File: config.mk
export PLATFORM = sky130hd
export DESIGN_NAME = ransac_iter_ctrl
export DESIGN_NICKNAME = d
export VERILOG_FILES = /design/src/rtl/ransac_pkg.sv /design/src/rtl/ransac_lfsr16.sv /design/src/rtl/ransac_iter_ctrl.sv
export SDC_FILE = /design/constraint.sdc
export NUM_CORES = 1
export LEC_CHECK = 0
export ABC_AREA = 1
export BUFFER_PORTS_ARGS = -buffer_cell sky130_fd_sc_hd__buf_2
export CAP_MARGIN = 10
export CORE_AREA = 5 5 123 125
export DETAILED_ROUTE_END_ITERATION = 12
export DIE_AREA = 0 0 128 130
export HOLD_SLACK_MARGIN = 0.08
export PLACE_DENSITY = 0.7
export SLEW_MARGIN = 20
export SYNTH_ARGS = -nofsm -noshare
export SYNTH_HDL_FRONTEND = slang
export SYNTH_SLANG_ARGS = --single-unit
export TNS_END_PERCENT = 20
File: constraint.sdc
create_clock -name CLOCK_50 -period 5.9 [get_ports CLOCK_50]
set_clock_uncertainty 0.15 [all_clocks]
set_input_delay 0 -clock CLOCK_50 [delete_from_list [all_inputs] [get_ports CLOCK_50]]
set_output_delay 0 -clock CLOCK_50 [all_outputs]
set_load 0.005 [all_outputs]
File: src/rtl/ransac_pkg.sv
// ---------------------------------------------------------------------------
// ransac_pkg
// Shared definitions for the RANSAC iteration scheduler:
//   - ransac_state_e : sequencing states of ransac_iter_ctrl
//   - LFSR_DEFAULT   : reset value and replacement for an all-zero seed
//   - LFSR_TAPS      : feedback mask for the right-shifting Fibonacci LFSR
//                      (polynomial taps 16,14,13,11 -> state bits 0,2,3,5)
//   - lfsr16_next    : one LFSR step
// ---------------------------------------------------------------------------
package ransac_pkg;

  typedef enum logic [3:0] {
    IDLE,
    PICK_A,
    PICK_B,
    REQ,
    WAIT_FIT,
    SCAN,
    DRAIN,
    UPDATE,
    NEXT,
    FINISH
  } ransac_state_e;

  localparam logic [15:0] LFSR_DEFAULT = 16'hACE1;
  localparam logic [15:0] LFSR_TAPS    = 16'h002D;

  // Shift right; the new MSB is the XOR of the tapped bits.
  function automatic logic [15:0] lfsr16_next(input logic [15:0] s);
    return {^(s & LFSR_TAPS), s[15:1]};
  endfunction

endpackage

File: src/rtl/ransac_lfsr16.sv
// ---------------------------------------------------------------------------
// ransac_lfsr16
// 16-bit Fibonacci LFSR used to draw sample indices.
// Ports:
//   clk_i   : clock
//   rst_ni  : asynchronous active-low reset (state -> LFSR_DEFAULT)
//   en_i    : advance one step this cycle
//   load_i  : load seed_i (zero seed replaced by LFSR_DEFAULT); wins over en_i
//   seed_i  : seed value
//   state_o : low OUT_W bits of the current state
// ---------------------------------------------------------------------------
module ransac_lfsr16
  import ransac_pkg::*;
#(
  parameter int OUT_W = 16
) (
  input  logic             clk_i,
  input  logic             rst_ni,
  input  logic             en_i,
  input  logic             load_i,
  input  logic [15:0]      seed_i,
  output logic [OUT_W-1:0] state_o
);

  logic [15:0] lfsr_q, lfsr_d;

  always_comb begin
    lfsr_d = lfsr_q;
    if (load_i) begin
      // An all-zero state would lock the register up.
      lfsr_d = (seed_i == 16'h0000) ? LFSR_DEFAULT : seed_i;
    end else if (en_i) begin
      lfsr_d = lfsr16_next(lfsr_q);
    end
  end

  always_ff @(posedge clk_i or negedge rst_ni) begin
    if (!rst_ni) lfsr_q <= LFSR_DEFAULT;
    else         lfsr_q <= lfsr_d;
  end

  assign state_o = lfsr_q[OUT_W-1:0];

endmodule

File: src/rtl/ransac_iter_ctrl.sv
// ---------------------------------------------------------------------------
// ransac_iter_ctrl
// Iteration scheduler for the RANSAC line-fit datapath. Per iteration it draws
// two distinct random point indices, hands them to the model-fit unit, streams
// every point index to the inlier scorer, counts inliers and keeps the best
// model. Sequencing only; no coordinate arithmetic.
//
// Optional feature macro: RANSAC_EARLY_EXIT_EN
//   adds input early_thr (latched at start) and output early_exit; a run stops
//   as soon as the best inlier count reaches a non-zero early_thr.
//
// Ports:
//   CLOCK_50, KEY          : clock, asynchronous active-low reset
//   start                  : one-cycle run request (ignored while busy)
//   num_points/num_iters/seed : run parameters, latched at start
//   busy, done             : run in progress / one-cycle end pulse
//   fit_req/fit_ack        : fit request handshake, fit_idx_a/b sample indices
//   fit_done/fit_ok        : fit result pulse, fit_ok=0 marks degenerate model
//   pt_valid/pt_idx        : point index stream to the scorer
//   inl_valid/inl_hit      : scorer results
//   best_valid/cnt/iter/a/b: best model so far (held until next start)
// ---------------------------------------------------------------------------
module ransac_iter_ctrl
  import ransac_pkg::*;
#(
  parameter int N_MAX  = 64,
  parameter int IDX_W  = 6,
  parameter int ITER_W = 8,
  parameter int CNT_W  = 7
) (
  input  logic              CLOCK_50,
  input  logic              KEY,
  input  logic              start,
  input  logic [CNT_W-1:0]  num_points,
  input  logic [ITER_W-1:0] num_iters,
  input  logic [15:0]       seed,
`ifdef RANSAC_EARLY_EXIT_EN
  input  logic [CNT_W-1:0]  early_thr,
  output logic              early_exit,
`endif
  output logic              busy,
  output logic              done,
  output logic              fit_req,
  input  logic              fit_ack,
  output logic [IDX_W-1:0]  fit_idx_a,
  output logic [IDX_W-1:0]  fit_idx_b,
  input  logic              fit_done,
  input  logic              fit_ok,
  output logic              pt_valid,
  output logic [IDX_W-1:0]  pt_idx,
  input  logic              inl_valid,
  input  logic              inl_hit,
  output logic              best_valid,
  output logic [CNT_W-1:0]  best_cnt,
  output logic [ITER_W-1:0] best_iter,
  output logic [IDX_W-1:0]  best_a,
  output logic [IDX_W-1:0]  best_b
);

  ransac_state_e state_q, state_d;

  logic [CNT_W-1:0]  np_q, np_d;
  logic [ITER_W-1:0] ni_q, ni_d;
  logic [ITER_W-1:0] iter_q, iter_d;
  logic [IDX_W-1:0]  idx_a_q, idx_a_d, idx_b_q, idx_b_d;
  logic [IDX_W-1:0]  scan_q, scan_d;
  logic [CNT_W-1:0]  cur_q, cur_d, resp_q, resp_d;
  logic              best_valid_q, best_valid_d;
  logic [CNT_W-1:0]  best_cnt_q, best_cnt_d;
  logic [ITER_W-1:0] best_iter_q, best_iter_d;
  logic [IDX_W-1:0]  best_a_q, best_a_d, best_b_q, best_b_d;

  logic [IDX_W-1:0]  cand;
  logic [CNT_W-1:0]  np_clamped;
  logic [ITER_W-1:0] iter_inc;
  logic start_run, run_trivial, lfsr_en;
  logic cand_a_ok, cand_b_ok, scan_last, drained, take_best, last_iter, early_hit;

  // ---------------------------------------------------------------- helpers
  assign start_run   = (state_q == IDLE) && start;
  // Indices beyond the point buffer can never be scored.
  assign np_clamped  = (num_points > CNT_W'(N_MAX)) ? CNT_W'(N_MAX) : num_points;
  assign run_trivial = (num_points < CNT_W'(2)) || (num_iters == '0);
  assign lfsr_en     = (state_q == PICK_A) || (state_q == PICK_B);

  // Rejection sampling: candidates outside the buffer (or equal to the first
  // pick) are discarded and the LFSR simply moves on next cycle.
  assign cand_a_ok = CNT_W'(cand) < np_q;
  assign cand_b_ok = cand_a_ok && (cand != idx_a_q);
  assign scan_last = CNT_W'(scan_q) == (np_q - CNT_W'(1));
  assign drained   = resp_q == np_q;
  // Strict comparison: on a tie the earlier model is kept.
  assign take_best = !best_valid_q || (cur_q > best_cnt_q);
  assign iter_inc  = iter_q + ITER_W'(1);
  assign last_iter = iter_inc == ni_q;

  ransac_lfsr16 #(.OUT_W(IDX_W)) u_lfsr (
    .clk_i  (CLOCK_50),
    .rst_ni (KEY),
    .en_i   (lfsr_en),
    .load_i (start_run),
    .seed_i (seed),
    .state_o(cand)
  );

`ifdef RANSAC_EARLY_EXIT_EN
  logic [CNT_W-1:0] thr_q, thr_d, new_best;
  logic             early_q, early_d;

  // Compare against the best count as it will be after this UPDATE.
  assign new_best  = take_best ? cur_q : best_cnt_q;
  assign early_hit = (thr_q != '0) && (new_best >= thr_q);

  always_comb begin
    thr_d   = thr_q;
    early_d = early_q;
    if (start_run) begin
      thr_d   = early_thr;
      early_d = 1'b0;
    end else if (state_q == UPDATE && early_hit) begin
      early_d = 1'b1;
    end
  end

  always_ff @(posedge CLOCK_50 or negedge KEY) begin
    if (!KEY) begin
      thr_q   <= '0;
      early_q <= 1'b0;
    end else begin
      thr_q   <= thr_d;
      early_q <= early_d;
    end
  end

  assign early_exit = early_q;
`else
  assign early_hit = 1'b0;
`endif

  // ---------------------------------------------------------- state register
  always_ff @(posedge CLOCK_50 or negedge KEY) begin
    if (!KEY) state_q <= IDLE;
    else      state_q <= state_d;
  end

  // ------------------------------------------------------------- next state
  always_comb begin
    state_d = state_q;
    case (state_q)
      IDLE:     if (start) state_d = run_trivial ? FINISH : PICK_A;
      PICK_A:   if (cand_a_ok) state_d = PICK_B;
      PICK_B:   if (cand_b_ok) state_d = REQ;
      REQ:      if (fit_ack) state_d = WAIT_FIT;
      WAIT_FIT: if (fit_done) state_d = fit_ok ? SCAN : NEXT;
      SCAN:     if (scan_last) state_d = DRAIN;
      DRAIN:    if (drained) state_d = UPDATE;
      UPDATE:   state_d = early_hit ? FINISH : NEXT;
      NEXT:     state_d = last_iter ? FINISH : PICK_A;
      FINISH:   state_d = IDLE;
      default:  state_d = IDLE;
    endcase
  end

  // ---------------------------------------------------------------- outputs
  always_comb begin
    busy      = (state_q != IDLE) && (state_q != FINISH);
    done      = 1'b0;
    fit_req   = 1'b0;
    fit_idx_a = '0;
    fit_idx_b = '0;
    pt_valid  = 1'b0;
    pt_idx    = '0;
    case (state_q)
      REQ: begin
        fit_req   = 1'b1;
        fit_idx_a = idx_a_q;
        fit_idx_b = idx_b_q;
      end
      SCAN: begin
        pt_valid = 1'b1;
        pt_idx   = scan_q;
      end
      FINISH:  done = 1'b1;
      default: ;
    endcase
  end

  assign best_valid = best_valid_q;
  assign best_cnt   = best_cnt_q;
  assign best_iter  = best_iter_q;
  assign best_a     = best_a_q;
  assign best_b     = best_b_q;

  // --------------------------------------------------------------- datapath
  always_comb begin
    np_d         = np_q;
    ni_d         = ni_q;
    iter_d       = iter_q;
    idx_a_d      = idx_a_q;
    idx_b_d      = idx_b_q;
    scan_d       = scan_q;
    cur_d        = cur_q;
    resp_d       = resp_q;
    best_valid_d = best_valid_q;
    best_cnt_d   = best_cnt_q;
    best_iter_d  = best_iter_q;
    best_a_d     = best_a_q;
    best_b_d     = best_b_q;

    if (start_run) begin
      np_d         = np_clamped;
      ni_d         = num_iters;
      iter_d       = '0;
      scan_d       = '0;
      cur_d        = '0;
      resp_d       = '0;
      best_valid_d = 1'b0;
      best_cnt_d   = '0;
      best_iter_d  = '0;
      best_a_d     = '0;
      best_b_d     = '0;
    end

    if (state_q == PICK_A && cand_a_ok) idx_a_d = cand;
    if (state_q == PICK_B && cand_b_ok) idx_b_d = cand;
    if (state_q == SCAN)                scan_d  = scan_q + IDX_W'(1);

    // Scorer results only count while this iteration is being scored.
    if ((state_q == SCAN || state_q == DRAIN) && inl_valid) begin
      resp_d = resp_q + CNT_W'(1);
      if (inl_hit) cur_d = cur_q + CNT_W'(1);
    end

    if (state_q == UPDATE && take_best) begin
      best_valid_d = 1'b1;
      best_cnt_d   = cur_q;
      best_iter_d  = iter_q;
      best_a_d     = idx_a_q;
      best_b_d     = idx_b_q;
    end

    if (state_q == NEXT) begin
      iter_d = iter_inc;
      if (!last_iter) begin
        cur_d  = '0;
        resp_d = '0;
        scan_d = '0;
      end
    end
  end

  always_ff @(posedge CLOCK_50 or negedge KEY) begin
    if (!KEY) begin
      np_q         <= '0;
      ni_q         <= '0;
      iter_q       <= '0;
      idx_a_q      <= '0;
      idx_b_q      <= '0;
      scan_q       <= '0;
      cur_q        <= '0;
      resp_q       <= '0;
      best_valid_q <= 1'b0;
      best_cnt_q   <= '0;
      best_iter_q  <= '0;
      best_a_q     <= '0;
      best_b_q     <= '0;
    end else begin
      np_q         <= np_d;
      ni_q         <= ni_d;
      iter_q       <= iter_d;
      idx_a_q      <= idx_a_d;
      idx_b_q      <= idx_b_d;
      scan_q       <= scan_d;
      cur_q        <= cur_d;
      resp_q       <= resp_d;
      best_valid_q <= best_valid_d;
      best_cnt_q   <= best_cnt_d;
      best_iter_q  <= best_iter_d;
      best_a_q     <= best_a_d;
      best_b_q     <= best_b_d;
    end
  end

endmodule

# --- After elaboration in Yosys (flattened, before gate mapping) ---
# Cells that the tools add are included.
word_totals:
  latchBits: 0
  mem_count: 0
  mem_bits_ro: 0
  out_inout_bits: 50
  input_bits: 39
  register_bits: 103
  word_cells: 110
  ram_bits: 0
classes:
  n_shift: 0
  div_mod_pow: 0
  n_mul: 0
  n_bitwise: 0
  reduce_logical: 21
  n_lt_le_gt_ge: 4
  eq_ne: 21
  n_mux: 44
  addsub: 5
op_table:
  columns: ["cell", "n"]
  rows:
  - ["$mux W7", 12]
  - ["$mux W6", 10]
  - ["$mux W16", 3]
  - ["$mux W4", 10]
  - ["$pmux W4 S9", 1]
  - ["$mux W8", 3]
  - ["$eq A4 B3 Y1 const B", 4]
  - ["$logic_not A16 Y1", 1]
  - ["$reduce_xor A16 Y1", 1]
  - ["$add A7 B1 Y7 const B", 2]
  - ["$ne A2 B2 Y1 const B", 7]
  - ["$add A8 B1 Y8 const B", 1]
  - ["$eq A4 B2 Y1 const B", 2]
  - ["$eq A4 B4 Y1 const B", 2]
  - ["$eq A8 B8 Y1", 1]
  - ["$logic_not A8 Y1", 1]
  - ["$eq A6 B7 Y1", 1]
  - ["$eq A7 B7 Y1", 1]
  - ["$gt A7 B7 Y1", 1]
  - ["$gt A7 B7 Y1 const B", 1]
  - ["$logic_and A1 B1 Y1", 7]
  - ["$lt A6 B7 Y1", 1]
  - ["$lt A7 B2 Y1 const B", 1]
  - ["$reduce_and A7 Y1", 1]
  - ["other kinds (11)", 20]

# --- Logic depth before layout (Yosys ltp) ---
logic_depth:
  word_depth: 7
  mapped_depth: 15
  depth_no_buf: 15

# --- Hierarchy ---
# From an unflattened synthesis, not the netlist that was laid out.
hier_totals:
  cells_unflattened: 834
  area_unflattened_um2: 6100.9
by_module_without_submodules:
  columns: ["mod", "area_each_um2", "seq_area_each_um2", "instances", "cells_each"]
  rows:
  - ["ransac_iter_ctrl", 5151.2, 2177.1, 1, 705]
  - ["ransac_lfsr16", 949.7, 410.4, 1, 129]

# --- Worst setup path before layout ---
# No wires, ideal clock.
synth_timing:
  path_type: "flip-flop to flip-flop"
  start: "register np_q[4]"
  end: "register idx_b_q[0]"
  arrival_time_ps: 1688
  slack_ps: 3936
  setup_ps: 126
  synth_period_minus_slack_ps: 1964
  required_ps: 5624
  stages_incl_launch_ff: 10
  path_buffers: 1
  cell_sequence: "dfrtp_1 -> inv_1 -> ha_1 -> a21oi_1 -> o21ai_0 -> a21oi_1 -> nand2_1 -> nor3_2 -> buf_2 -> o21ai_0"
synth_between:
  elab_chain_len: 3
synth_lines:
  columns: ["item", "line_no", "rtl"]
  rows:
  - ["from (decl)", "ransac_iter_ctrl.sv:62", "logic [CNT_W-1:0] np_q, np_d;"]
  - ["from (signal assigned)", "ransac_iter_ctrl.sv:268", "np_q <= np_d;"]
  - ["$lt A6 B7 Y1", "ransac_iter_ctrl.sv:88", "assign cand_a_ok = CNT_W'(cand) < np_q;"]
  - ["$logic_and A1 B1 Y1", "ransac_iter_ctrl.sv:89", "assign cand_b_ok = cand_a_ok && (cand != idx_a_q);"]
  - ["$logic_and A1 B1 Y1", "ransac_iter_ctrl.sv:225", "if (state_q == PICK_B && cand_b_ok) idx_b_d = cand;"]
  - ["to (signal assigned)", "ransac_iter_ctrl.sv:272", "idx_b_q <= idx_b_d;"]
  - ["to (decl)", "ransac_iter_ctrl.sv:65", "logic [IDX_W-1:0] idx_a_q, idx_a_d, idx_b_q, idx_b_d;"]
# Every way passes these cells.
# A chain may end at the register's enable or synchronous reset.

# --- Worst setup path after layout ---
layout_timing:
  start: "register state_q[2]"
  end: "register np_q[2]"
layout_between:
  elab_chain_len: 2
layout_lines:
  columns: ["item", "line_no", "rtl"]
  rows:
  - ["from (decl)", "ransac_iter_ctrl.sv:60", "ransac_state_e state_q, state_d;"]
  - ["from (signal assigned)", "ransac_iter_ctrl.sv:143", "else state_q <= state_d;"]
  - ["$logic_not A4 Y1", "ransac_iter_ctrl.sv:80", "assign start_run = (state_q == IDLE) && start;"]
  - ["$logic_and A1 B1 Y1", "ransac_iter_ctrl.sv:80", null]
# Every way passes these cells.

==> flow_metrics.py <==
metrics = {
    "synthesis": {
        "synth_edf_count": 0,
        "ys_seq_area_frac": 0.427,
        "synth.largest_area_cell": "sky130_fd_sc_hd__dfrtp_1",
        "yosys_most_used_dff": "sky130_fd_sc_hd__dfrtp_1",
        "synth.net_count": 857,
        "ys_top_cells_by_count": "sky130_fd_sc_hd__nand2_1, sky130_fd_sc_hd__nand3_1, sky130_fd_sc_hd__dfrtp_1",
        "post_synth_inst_count": 801,
        "synthTopCellsByArea": "sky130_fd_sc_hd__dfrtp_1, sky130_fd_sc_hd__nand2_1, sky130_fd_sc_hd__nand3_1, sky130_fd_sc_hd__inv_1, sky130_fd_sc_hd__o21ai_0",
        "synth_most_common_cell": "sky130_fd_sc_hd__nand2_1",
        "ys.warnings.count": 0,
        "yosysTopAreaCellShare": 0.392,
        "synthesis.area_per_instance_um2": 7.57,
        "mappedNetlistArea_um2": 6070,
        "asyncSetResetFlopFracSynth": 1.00,
        "synth_cell_type_count": 41,
        "synth_seq_cells": 103,
    },
    "sta": {
        "rsz0062_at_grt": "false",
        "setup_ws_ns": 3.15,
        "fin_setup_tns_ns": 0,
        "timing.max_slew.rel_slack": 0.459,
        "measured_slew_at_the_worst_slew_check_pin_ns": 0.808,
        "final-max-slew-violation-count": 0,
        "whs_ns": 0.113,
        "maximum_clock_frequency_mhz": 363,
        "setup_viol": 0,
        "hold_viol_final": 0,
        "timing.final.crit_period_ns": 2.75,
        "final.period_utilization": 0.467,
    },
    "global_routing": {
        "grt_remaining_overflow": 0,
        "first_pass_grt_wire_length_um": 26800,
        "number_of_global_route_vias_before_repair": 5339,
        "grt_util_all_layers": 0.201,
        "grt_start_max_net_pins": 82,
        "grt_antenna_before_repair": 0,
    },
    "route": {
        "viasPerCell": 5.10,
        "drtIter0Drc": 513,
        "ant_nets": 0,
        "drt_drc_violations_left": 0,
        "routed_wl_um": 16200,
        "via_count": 5655,
        "wl_per_cell_um": 14.6,
        "first_pass_iters": 5,
    },
    "die": {
        "row_count": 43,
        "initial_utilization": 0.440,
        "die-area_um2": 16600,
        "die_height_um": 130,
        "die_x_um": 128,
        "core_region_area_um2": 13800,
        "io-pin-count": 89,
    },
    "placed_design": {
        "port_buffers": 88,
        "gp_congestion": 0.909,
        "detailedPlacementHpwl_um": 11500,
        "place_worst_setup_slack_ns": 3.49,
    },
    "layout": {
        "finalNetCount": 980,
        "post_route_cells_drive_above_1_share": 0.175,
        "fill_cells": 1344,
        "num_antenna_cells": 0,
        "layout-area-overhead-vs-synth_pct": 21.3,
    },
    "clock_tree": {
        "cts_buffers": 9,
        "tritoncts": "built",
        "clk-insertion-delay-late_ns": 0.36,
        "cts.root.buffer_cell": "sky130_fd_sc_hd__clkbuf_16",
        "worst_setup_hold_path_clk_slew_ns": 0.07,
        "maximum_clock_insertion_buffer_count": 2,
        "tritoncts_num_sinks": 103,
        "htreeDepth": 3,
    },
    "worst_hold_path": {
        "class_of_the_tightest_hold_or_removal_check": "in -> reg",
    },
    "power_and_ir_drop": {
        "leakage_nw": 3.72,
        "power_density_nw_per_um2": 416,
        "finalPower_mw": 3.06,
        "ir_worst_vdd_mv": 0.193,
    },
    "run_status": {
        "status": "completed",
    },
    "worst_setup_path": {
        "timing.critical_path.cells": "nor2_2, nand2_1, nor2_2, clkinv_1, buf_4, nor2_1, nand2_1, dlygate4sd3_1, o21ai_0",
        "worst_setup_path_end_kind": "flop",
        "critical_path_class": "reg -> reg",
        "critical_path.max_stage_delay_ns": 0.57,
        "family_with_the_most_delay_on_the_worst_path": "buffers and inverters",
        "timing.reg2reg.setup_slack_ns": 3.15,
        "critPathBufInv": 3,
        "worstPathRequired_ns": 6.02,
        "timing.critical_path.fanout_max": 55,
        "critical_path.startpoint_type": "flop",
        "worst-endpoint-arrival_ns": 2.88,
        "critical-path-slowest-cell": "sky130_fd_sc_hd__dlygate4sd3_1",
    },
    "run": {
        "drv_cap": 0,
    },
}
## tightest hold or removal path, cell delays in order
cell and delay [ns]:
sky130_fd_sc_hd__buf_2 0.12, sky130_fd_sc_hd__o22ai_1 0.16, sky130_fd_sc_hd__nor2_1 0.06, sky130_fd_sc_hd__nand2_1 0.08, sky130_fd_sc_hd__nor2_2 0.06, sky130_fd_sc_hd__nand4_1 0.06
sky130_fd_sc_hd__nand2_1 0.04
## metrics by stage
stage / area (µm²) / std cells / util
floorplan: 6070 / 801 / -
global placement: 6630 / 1048 / 0.482
detailed placement: 6630 / 1048 / 0.482
CTS: 7350 / 1109 / 0.534
global route: 7360 / 1109 / 0.534
finish: 7360 / 1109 / 0.534
## layout make-up
class | instances | area [µm²] | area share
multi-input combinational | 573 | 2960 | 0.402
sequential | 103 | 2590 | 0.352
timing repair buffer | 140 | 950 | 0.129
inverter | 97 | 364 | 0.0495
clock buffer | 12 | 246 | 0.0335
tap | 180 | 225 | 0.0306
clock inverter | 4 | 23.8 | 0.00323
## cells by family after synthesis
group | synth area share
AND/OR/NAND/NOR | 0.300
AO/OA/AOI/OAI | 0.124
buffers and inverters | 0.0866
flip-flops | 0.427
XOR/XNOR | 0.0274
adder cells (fa/ha/maj) | 0.0351
## path summary, 6_finish.rpt
kind                            depth (start not counted)                       endpoint                          start
worst min register to register                          2  u_lfsr.lfsr_q[15]$_DFFE_PN1P_  u_lfsr.lfsr_q[15]$_DFFE_PN1P_
max in group asynchronous                               4            scan_q[1]$_DFF_PN0_                            KEY
worst max-delay path                                    9            np_q[2]$_DFFE_PN0P_         state_q[2]$_DFFE_PN0P_
min in group asynchronous                               3   u_lfsr.lfsr_q[7]$_DFFE_PN1P_                            KEY
worst min-delay path                                    7         state_q[2]$_DFFE_PN0P_                          start
worst max register to register                          9            np_q[2]$_DFFE_PN0P_         state_q[2]$_DFFE_PN0P_
## placed cells by master, fill, tap and decap left out, types with 4 or more instances in the layout
cell	instances
sky130_fd_sc_hd__nand2_2	7
sky130_fd_sc_hd__o221ai_1	4
sky130_fd_sc_hd__nor3_1	6
sky130_fd_sc_hd__nor2_4	5
sky130_fd_sc_hd__buf_4	7
sky130_fd_sc_hd__nand2_1	199
sky130_fd_sc_hd__clkbuf_16	9
sky130_fd_sc_hd__nor2_1	72
sky130_fd_sc_hd__xnor2_1	6
sky130_fd_sc_hd__o21ai_1	8
sky130_fd_sc_hd__nand3_1	97
sky130_fd_sc_hd__nor2_2	5
sky130_fd_sc_hd__inv_1	89
sky130_fd_sc_hd__ha_1	17
sky130_fd_sc_hd__o22ai_1	12
sky130_fd_sc_hd__xor2_1	13
sky130_fd_sc_hd__dlygate4sd3_1	45
sky130_fd_sc_hd__o21ai_0	56
sky130_fd_sc_hd__dfstp_2	8
sky130_fd_sc_hd__a21oi_2	12
sky130_fd_sc_hd__dfrtp_1	95
sky130_fd_sc_hd__nand4_1	6
sky130_fd_sc_hd__inv_2	7
sky130_fd_sc_hd__buf_2	87
sky130_fd_sc_hd__a21oi_1	26
## timing repair
| item | in CTS | in global routing |
|---|---|---|
| endpoints found under the hold margin | 64 | 0 |
| buffers inserted | 0 | 0 |
| hold buffers | 45 | 0 |
| gates resized for setup | 0 | 0 |
## flip-flops by register name (all words and copies together) (netlist names)
register and cells:
best_a 6, best_b 6, best_cnt 7, best_iter 8, best_valid 1, cur_q 7, idx_a_q 6, idx_b_q 6
iter_q 8, ni_q 8, np_q 7, resp_q 7, scan_q 6, state_q 4, u_lfsr.lfsr_q 16
## layer usage
metal / vias to the layer above / GRT usage / routed length, µm
li1: 2868 / - / -
met1: 2611 / 0.278 / 7460
met2: 154 / 0.321 / 7490
met3: 22 / 0.0368 / 880
met4: 0 / 0.0662 / 329
met5: - / 0 / 0
## where the power goes
part	switching [mW]	total, mW	internal, mW	leakage (nW)
Combinational	0.851	1.34	0.491	2.25
Sequential	0.206	1.16	0.950	1.33
Clock	0.266	0.563	0.297	0.136
Total	1.32	3.06	1.74	3.72
(Power assumes the default switching activity.)
